==> config.mk <==
export PLATFORM = sky130hd
export DESIGN_NAME = alu_mc
export DESIGN_NICKNAME = d
export VERILOG_FILES = /design/src/rtl/alu_mc.sv
export SDC_FILE = /design/constraint.sdc
export NUM_CORES = 1
export LEC_CHECK = 0
export CORE_MARGIN = 2
export CORE_UTILIZATION = 25
export DETAILED_ROUTE_END_ITERATION = 10
export MAX_ROUTING_LAYER = met4
export PLACE_DENSITY = 0.49
export SETUP_SLACK_MARGIN = 0.05
export SLEW_MARGIN = 40
export SYNTH_ARGS = -nofsm -noshare
export SYNTH_HDL_FRONTEND = slang
export SYNTH_SLANG_ARGS = --single-unit
==> constraint.sdc <==
create_clock -name Clk -period 5.25 [get_ports Clk]
set_input_delay 1.05 -clock Clk [delete_from_list [all_inputs] [get_ports Clk]]
set_output_delay 1.05 -clock Clk [all_outputs]
set_load 0.05 [all_outputs]
==> src/rtl/alu_mc.sv <==
// rtl/alu_mc.sv - multi-cycle ALU with start/busy/done handshake, iterative MUL and DIVU
//
// Purpose:
//   Executes one operation per start request. Single-cycle ops (add, sub,
//   logic, shifts, compare, branches, nop) register their result on the edge
//   that samples start. Unsigned MUL (shift-add) and DIVU (restoring divide)
//   run one step per clock and finish WIDTH edges after the start edge.
//   Flags are registered and change only on the edge that completes an op.
//
// Parameters:
//   WIDTH       operand width in bits (>= 4)
//   SIGNED_CMP  1: CMP/BLT/BGE order operands as two's complement; 0: unsigned
//
// Ports:
//   Clk     in   clock
//   reset   in   asynchronous active-high reset
//   start   in   op request, sampled only while busy=0
//   Alu_op  in   4-bit opcode, sampled with start
//   DatA    in   operand A, sampled with start
//   DatB    in   operand B / shift amount, sampled with start
//   busy    out  iterative op in progress
//   done    out  one-cycle pulse; Rslt/branch/flags valid from this cycle
//   Rslt    out  2*WIDTH registered result, held until the next done
//   branch  out  registered branch decision, high only with done
//   flags   out  {V,C,GT,LT,Z}, registered

module alu_mc #(
  parameter int WIDTH      = 8,
  parameter bit SIGNED_CMP = 1'b1
) (
  input  logic               Clk,
  input  logic               reset,
  input  logic               start,
  input  logic [3:0]         Alu_op,
  input  logic [WIDTH-1:0]   DatA,
  input  logic [WIDTH-1:0]   DatB,
  output logic               busy,
  output logic               done,
  output logic [2*WIDTH-1:0] Rslt,
  output logic               branch,
  output logic [4:0]         flags
);

  localparam int W2 = 2 * WIDTH;
  localparam int CW = $clog2(WIDTH) + 1;

  // Shift amounts at or beyond the 2*WIDTH result width flush to zero.
  localparam logic [WIDTH-1:0] SH_LIMIT  = WIDTH'(W2);
  localparam logic [CW-1:0]    LAST_STEP = CW'(WIDTH - 1);

  // Bit positions inside flags = {V,C,GT,LT,Z}
  localparam int FV  = 4;
  localparam int FC  = 3;
  localparam int FGT = 2;
  localparam int FLT = 1;
  localparam int FZ  = 0;

  localparam logic [3:0] OP_ADD  = 4'd0;
  localparam logic [3:0] OP_SUB  = 4'd1;
  localparam logic [3:0] OP_AND  = 4'd2;
  localparam logic [3:0] OP_XOR  = 4'd3;
  localparam logic [3:0] OP_SHL  = 4'd4;
  localparam logic [3:0] OP_SHR  = 4'd5;
  localparam logic [3:0] OP_CMP  = 4'd6;
  localparam logic [3:0] OP_MUL  = 4'd7;
  localparam logic [3:0] OP_DIVU = 4'd8;
  localparam logic [3:0] OP_BEQ  = 4'd9;
  localparam logic [3:0] OP_BNE  = 4'd10;
  localparam logic [3:0] OP_BLT  = 4'd11;
  localparam logic [3:0] OP_BGE  = 4'd12;
  localparam logic [3:0] OP_BOF  = 4'd13;
  localparam logic [3:0] OP_B    = 4'd14;

  typedef enum logic {
    S_IDLE,
    S_BUSY
  } state_t;

  state_t            state;
  logic [W2-1:0]     acc;     // MUL: {partial hi, multiplier lo}; DIVU: {remainder, quotient}
  logic [WIDTH-1:0]  opnd;    // MUL: multiplicand; DIVU: divisor
  logic              is_div;
  logic [CW-1:0]     cnt;

  // ------------------------------------------------------------------
  // Single-cycle datapath
  // ------------------------------------------------------------------
  logic [WIDTH:0]    add_sum;
  logic [WIDTH-1:0]  sub_diff;
  logic [W2-1:0]     a_ext;
  logic              cmp_lt;
  logic              cmp_gt;

  always_comb begin
    add_sum  = {1'b0, DatA} + {1'b0, DatB};
    sub_diff = DatA - DatB;
    a_ext    = {{WIDTH{1'b0}}, DatA};
    if (SIGNED_CMP) begin
      cmp_lt = $signed(DatA) < $signed(DatB);
      cmp_gt = $signed(DatA) > $signed(DatB);
    end else begin
      cmp_lt = DatA < DatB;
      cmp_gt = DatA > DatB;
    end
  end

  logic [W2-1:0] sc_rslt;
  logic [4:0]    sc_flags;
  logic          sc_branch;
  logic          start_iter;

  // Ops only touch the flag fields they define; every other field keeps
  // its previous value. Branches read the flags held before the op.
  always_comb begin
    sc_rslt    = '0;
    sc_flags   = flags;
    sc_branch  = 1'b0;
    start_iter = 1'b0;
    case (Alu_op)
      OP_ADD: begin
        sc_rslt      = {{(WIDTH-1){1'b0}}, add_sum};
        sc_flags[FC] = add_sum[WIDTH];
        sc_flags[FV] = (DatA[WIDTH-1] == DatB[WIDTH-1]) &&
                       (add_sum[WIDTH-1] != DatA[WIDTH-1]);
        sc_flags[FZ] = (add_sum[WIDTH-1:0] == '0);
      end
      OP_SUB: begin
        sc_rslt      = {{WIDTH{1'b0}}, sub_diff};
        sc_flags[FC] = (DatA < DatB);
        sc_flags[FV] = (DatA[WIDTH-1] != DatB[WIDTH-1]) &&
                       (sub_diff[WIDTH-1] != DatA[WIDTH-1]);
        sc_flags[FZ] = (sub_diff == '0);
      end
      OP_AND: sc_rslt = {{WIDTH{1'b0}}, DatA & DatB};
      OP_XOR: sc_rslt = {{WIDTH{1'b0}}, DatA ^ DatB};
      OP_SHL: sc_rslt = (DatB >= SH_LIMIT) ? '0 : (a_ext << DatB);
      OP_SHR: sc_rslt = (DatB >= SH_LIMIT) ? '0 : (a_ext >> DatB);
      OP_CMP: begin
        sc_flags[FZ]  = (DatA == DatB);
        sc_flags[FLT] = cmp_lt;
        sc_flags[FGT] = cmp_gt;
      end
      OP_MUL: start_iter = 1'b1;
      OP_DIVU: begin
        if (DatB == '0) begin
          // Divide by zero resolves immediately: quotient all ones, remainder A.
          sc_rslt      = {DatA, {WIDTH{1'b1}}};
          sc_flags[FV] = 1'b1;
          sc_flags[FZ] = 1'b0;
        end else begin
          start_iter = 1'b1;
        end
      end
      OP_BEQ: sc_branch = flags[FZ];
      OP_BNE: sc_branch = ~flags[FZ];
      OP_BLT: sc_branch = flags[FLT];
      OP_BGE: sc_branch = flags[FGT] | flags[FZ];
      OP_BOF: sc_branch = flags[FV];
      OP_B:   sc_branch = 1'b1;
      default: ;  // NOP: zero result, flags untouched
    endcase
  end

  // ------------------------------------------------------------------
  // Iterative datapath: one MUL or DIVU step per BUSY edge
  // ------------------------------------------------------------------
  logic [WIDTH:0]   mul_sum;
  logic [W2-1:0]    mul_next;
  logic [WIDTH:0]   div_sh;
  logic [WIDTH:0]   div_trial;
  logic             div_ok;
  logic [WIDTH-1:0] div_rem;
  logic [W2-1:0]    div_next;
  logic [W2-1:0]    step_next;

  always_comb begin
    // Shift-add: conditionally add multiplicand to the high half, then shift
    // the whole accumulator right so the next multiplier bit lands in bit 0.
    mul_sum  = {1'b0, acc[W2-1:WIDTH]} +
               (acc[0] ? {1'b0, opnd} : {(WIDTH+1){1'b0}});
    mul_next = {mul_sum, acc[WIDTH-1:1]};

    // Restoring divide: shift the next dividend bit into the remainder and
    // keep the subtraction only if it did not go negative.
    div_sh    = {acc[W2-1:WIDTH], acc[WIDTH-1]};
    div_trial = div_sh - {1'b0, opnd};
    div_ok    = ~div_trial[WIDTH];
    div_rem   = div_ok ? div_trial[WIDTH-1:0] : div_sh[WIDTH-1:0];
    div_next  = {div_rem, acc[WIDTH-2:0], div_ok};

    step_next = is_div ? div_next : mul_next;
  end

  // ------------------------------------------------------------------
  // Control FSM with registered outputs
  // ------------------------------------------------------------------
  always_ff @(posedge Clk or posedge reset) begin
    if (reset) begin
      state  <= S_IDLE;
      busy   <= 1'b0;
      done   <= 1'b0;
      branch <= 1'b0;
      Rslt   <= '0;
      flags  <= '0;
      acc    <= '0;
      opnd   <= '0;
      is_div <= 1'b0;
      cnt    <= '0;
    end else begin
      done   <= 1'b0;
      branch <= 1'b0;
      case (state)
        S_IDLE: begin
          if (start) begin
            if (start_iter) begin
              if (Alu_op == OP_MUL) begin
                acc  <= {{WIDTH{1'b0}}, DatB};
                opnd <= DatA;
              end else begin
                acc  <= {{WIDTH{1'b0}}, DatA};
                opnd <= DatB;
              end
              is_div <= (Alu_op == OP_DIVU);
              cnt    <= '0;
              busy   <= 1'b1;
              state  <= S_BUSY;
            end else begin
              Rslt   <= sc_rslt;
              flags  <= sc_flags;
              branch <= sc_branch;
              done   <= 1'b1;
            end
          end
        end
        S_BUSY: begin
          // start is not looked at here: requests while busy are dropped.
          acc <= step_next;
          cnt <= cnt + 1'b1;
          if (cnt == LAST_STEP) begin
            Rslt <= step_next;
            if (is_div) begin
              flags[FZ] <= (step_next[WIDTH-1:0] == '0);
              flags[FV] <= 1'b0;
            end else begin
              flags[FZ] <= (step_next == '0);
            end
            busy  <= 1'b0;
            done  <= 1'b1;
            state <= S_IDLE;
          end
        end
        default: state <= S_IDLE;
      endcase
    end
  end

endmodule
==> metrics.md <==
| Metric | Value |
|---|---|
| Status | `finished, final reports clean` |
| Number of buffers inserted for hold repair after clock tree synthesis | `0` |
| Combinational family with the most area after synthesis | `compound AO/OA/AOI/OAI gates` |
| Top post-synthesis cells by count | `96 x sky130_fd_sc_hd__nand2_1, 77 x sky130_fd_sc_hd__nor2_1, 64 x sky130_fd_sc_hd__o21ai_0, 54 x sky130_fd_sc_hd__dfrtp_1, 50 x sky130_fd_sc_hd__a21oi_1` |
| Placeable core area | `22430 sq um` |
| Vias in the first global route | `~5300` |
| Initial antenna violation count | `0` |
| Clock tree skew after final layout | `10.14 ps` |
| Adder-cell area share of the yosys netlist | `8.903%` |
| Count of distinct cell types in the synthesized netlist | `75` |
| Dominant cells by area after synthesis | `sky130_fd_sc_hd__dfrtp_1 24%, sky130_fd_sc_hd__ha_1 7.5%, sky130_fd_sc_hd__nand2_1 6.3%` |
| Worst setup timing slack at the placement stage | `around 1000 ps` |
| Die height | `~150 um` |
| Deepest level of the CTS H-tree | `2` |
| Synth area leader | `sky130_fd_sc_hd__dfrtp_1` |
| Routed wire per std cell | `18.43 um` |
| Ys flop type | `sky130_fd_sc_hd__dfrtp_1` |
| Number of flip-flops and latches in the synthesized netlist | `54` |
| Top-area cell type share of the netlist area | `around a quarter` |
| Antenna viol nets, final | `0` |
| Largest net degree at the start of global routing | `between 50 and 60` |
| Number of synthesis warnings | `0` |
| Number of placed I/O pins | `47` |
| Global router's overall resource usage | `16.72%` |
| Number of endpoints failing setup at the final stage | `0` |
| CTS root buffer | `sky130_fd_sc_hd__clkbuf_16` |
| Static leakage power | `0.002771 uW` |
| Syn_nets | `between 700 and 800` |
| Worst-Skew Late Latency | `approximately 300 ps` |
| Max_slew headroom | `approximately half` |
| Initial core utilization | `25.31%` |
| Worst-path fanout max | `18` |
| Share of the core filled with cells in the final layout | `29.60%` |
| Area taken by multi-input logic gates | `3968 sq um` |
| Resized cells post-CTS | `0` |
| Clk sink count | `54` |
| Category of the most critical setup path | `in2reg` |
| Hold violation count in the final report | `0` |
| Total clock buffers created by CTS | `5` |
| Post-synthesis sequential area ratio | `between 20% and 30%` |
| Vias per std cell | `5.170` |
| Setup tns final | `0 ps` |
| DRC violations left | `0` |
| Cell with the most instances after synthesis | `sky130_fd_sc_hd__nand2_1` |
| Die width | `154.7 um` |
| Number of detailed-route iterations in the first pass | `5` |
| Vias | `~5400` |
| Path type of the worst min-delay path | `reg2reg` |
| Clock tree from TritonCTS | `built` |
| Buffers inserted during post-CTS setup optimization | `0` |
| Hold EP | `Rslt[15]` |
| Worst reg2reg path endpoint | `flags[0]` |
| Detail Placement HPWL | `between 10 and 15 mm` |
| Remaining global-route overflow | `0` |
| Wire length of the first global-routing pass | `30.68 mm` |
| Count of max-cap constraint violations | `0` |
| Port buffer count | `46` |
| Setup repair after global routing missed its margin | `no` |
| Setup crit end kind | `flip-flop` |
| Launch instance of the worst register-to-register path | `acc[7]` |
| Number of enable-type register cells in the synthesized netlist | `0` |
| # nets final | `a little over 800` |
| FF/Latch Area | `1351 sq um` |
| Required time of the critical path | `5410 ps` |
| Critical Path Source Type | `primary input` |
| Crit share post-route | `between 70% and 80%` |
| Critical Path Source | `DatB[3]` |
| Number of placement rows | `55` |
| Fmax | `246.2 MHz` |
| Number of pins exceeding their max-slew limit in the final report | `0` |
| DRC violation total after the first TritonRoute iteration | `469` |
| Count of mapped cells out of synthesis | `735` |
| Average instance area after synthesis | `7.725 sq um` |
| Critical Path AT | `around 4200 ps` |
| Die outline area | `23930 sq um` |
| Fill cells | `2450` |
| # diodes | `0` |
| Share of post-route cells with drive strength above 1 | `roughly a tenth` |
| Worst-margin pin slew | `750.3 ps` |
| Post-synthesis instance area | `around 5700 sq um` |
| Mux cell area share after synthesis | `9.476%` |
| Final critical-path setup slack | `about 1200 ps` |
| Min-Delay Startpoint | `Rslt[15]` |
| Worst vdd rail ir drop | `0.2127 mV` |
| Worst hold stages | `2` |
| Area added between synthesis and finish | `16.95%` |
| Power per cell area | `slightly below 500 nW/um^2` |
| Setup slack of the most critical reg-to-reg path | `~1900 ps` |
| Wire length reported by the detailed router | `~19 mm` |
| Depth of the worst register-to-register path | `12` |
| Tmin final | `roughly 4000 ps` |
| Simple-gate share of the synthesized area | `a little under a quarter` |
| Compound-gate portion of the synthesized area | `around 24%` |
| Routability congestion estimate | `0.9296` |
| Share of synthesized flip-flops with an asynchronous set or reset | `100.0%` |
| Worst-path clk slew | `around 80 ps` |
| Max Buffers Root-to-Sink | `2` |
| Share of the synthesized netlist area taken by xor and xnor gates | `around 3.2%` |
==> placed cells by master (no fill, tap or decap), types with 5 or more instances in the layout <==
master                            netlist  final
sky130_fd_sc_hd__nor4_1                 6      6
sky130_fd_sc_hd__nor3_1                21     20
sky130_fd_sc_hd__nand2_1               96     96
sky130_fd_sc_hd__xor2_1                 9      9
sky130_fd_sc_hd__mux2i_1               22     22
sky130_fd_sc_hd__o21ai_0               64     64
sky130_fd_sc_hd__mux4_2                 5      5
sky130_fd_sc_hd__nor2b_1                7      7
sky130_fd_sc_hd__clkbuf_16              0      5
sky130_fd_sc_hd__mux2_2                17     17
sky130_fd_sc_hd__nand2b_1               7      7
sky130_fd_sc_hd__xnor2_1               12     12
sky130_fd_sc_hd__o21a_1                 6      6
sky130_fd_sc_hd__and3_1                 8      8
sky130_fd_sc_hd__a21o_1                 8      8
sky130_fd_sc_hd__and2_1                13     13
sky130_fd_sc_hd__o211ai_1               9      9
sky130_fd_sc_hd__buf_4                  5     22
sky130_fd_sc_hd__nor2_1                77     77
sky130_fd_sc_hd__clkdlybuf4s50_1        0     46
sky130_fd_sc_hd__nand4_1                8      8
sky130_fd_sc_hd__inv_1                 35     34
sky130_fd_sc_hd__ha_1                  34     34
sky130_fd_sc_hd__a31oi_1               20     20
sky130_fd_sc_hd__dfrtp_1               54     54
sky130_fd_sc_hd__a21oi_1               50     49
sky130_fd_sc_hd__nand3_1               18     18
==> layout make-up <==
class                      count  share of cell area (%)
inverter                      36                   2.110
timing repair buffer          68                   9.422
tap                          285                   5.370
multi-input combinational    600                   59.75
sequential                    54                   20.35
clock buffer                   6                   2.092
clock inverter                 2                  0.9045
==> report_power, final <==
group          total [uW]  switching, uW  internal [uW]
Sequential            800            199            601
Clock                 439            153            287
Combinational        1990           1210            775
==> cells by family after synthesis <==
logic type / after synthesis
and+or+nand+nor: 283
muxes: 45
buffers and inverters: 81
AOI/OAI and AO/OA: 213
DFF: 54
xor gates and xnor gates: 21
adders and majority gates: 38
==> per-stage QoR <==
stage	cell area (sq um)	std cells	total power [uW]	hold WS (ps)
6_report	6640	1051	3228	489.6
5_1_grt	6640	1051	3480	521.4
4_1_cts	6628	1051	3246	501.0
3_5_place_dp	6429	1043	2795	484.2
2_1_floorplan	5678	735	2210	463.2
3_3_place_gp	6429	1043	2792	482.7
==> registers in the layout, summed over array words and instances (netlist names) <==
| register | flops |
|---|---|
| branch | 1 |
| done | 1 |
| flags | 5 |
| state | 1 |
| acc | 16 |
| cnt | 4 |
| is_div | 1 |
| opnd | 8 |
| busy | 1 |
| Rslt | 16 |
==> worst max path at each step <==
stage,to,depth (start not counted)
4_1_cts,flags[0],12
6_report,flags[0],12
3_5_place_dp,flags[0],12
2_1_floorplan,flags[4],12
5_1_grt,flags[0],12
3_3_place_gp,flags[4],12
==> critical path, cell delays in order <==
cell and delay, ps:
sky130_fd_sc_hd__clkdlybuf4s50_1 460, sky130_fd_sc_hd__buf_4 230, sky130_fd_sc_hd__inv_1 160, sky130_fd_sc_hd__ha_1 520, sky130_fd_sc_hd__nor3_1 90, sky130_fd_sc_hd__o21a_1 130
sky130_fd_sc_hd__a2111oi_2 530, sky130_fd_sc_hd__o2bb2ai_2 220, sky130_fd_sc_hd__xnor2_1 150, sky130_fd_sc_hd__nor4_1 60, sky130_fd_sc_hd__nor4_1 460, sky130_fd_sc_hd__o32ai_1 160
==> metal layers <==
| metal | GRT usage (%) | vias up | wire, um |
|---|---|---|---|
| met2 | 27.42 | 146 | 9323 |
| met4 | 5.908 | 0 | 567 |
| met5 | - | - | 0 |
| met1 | 21.63 | 2551 | 8848 |
| li1 | - | 2703 | - |
| met3 | 1.513 | 34 | 626 |
Power figures use the tool's default switching activity.
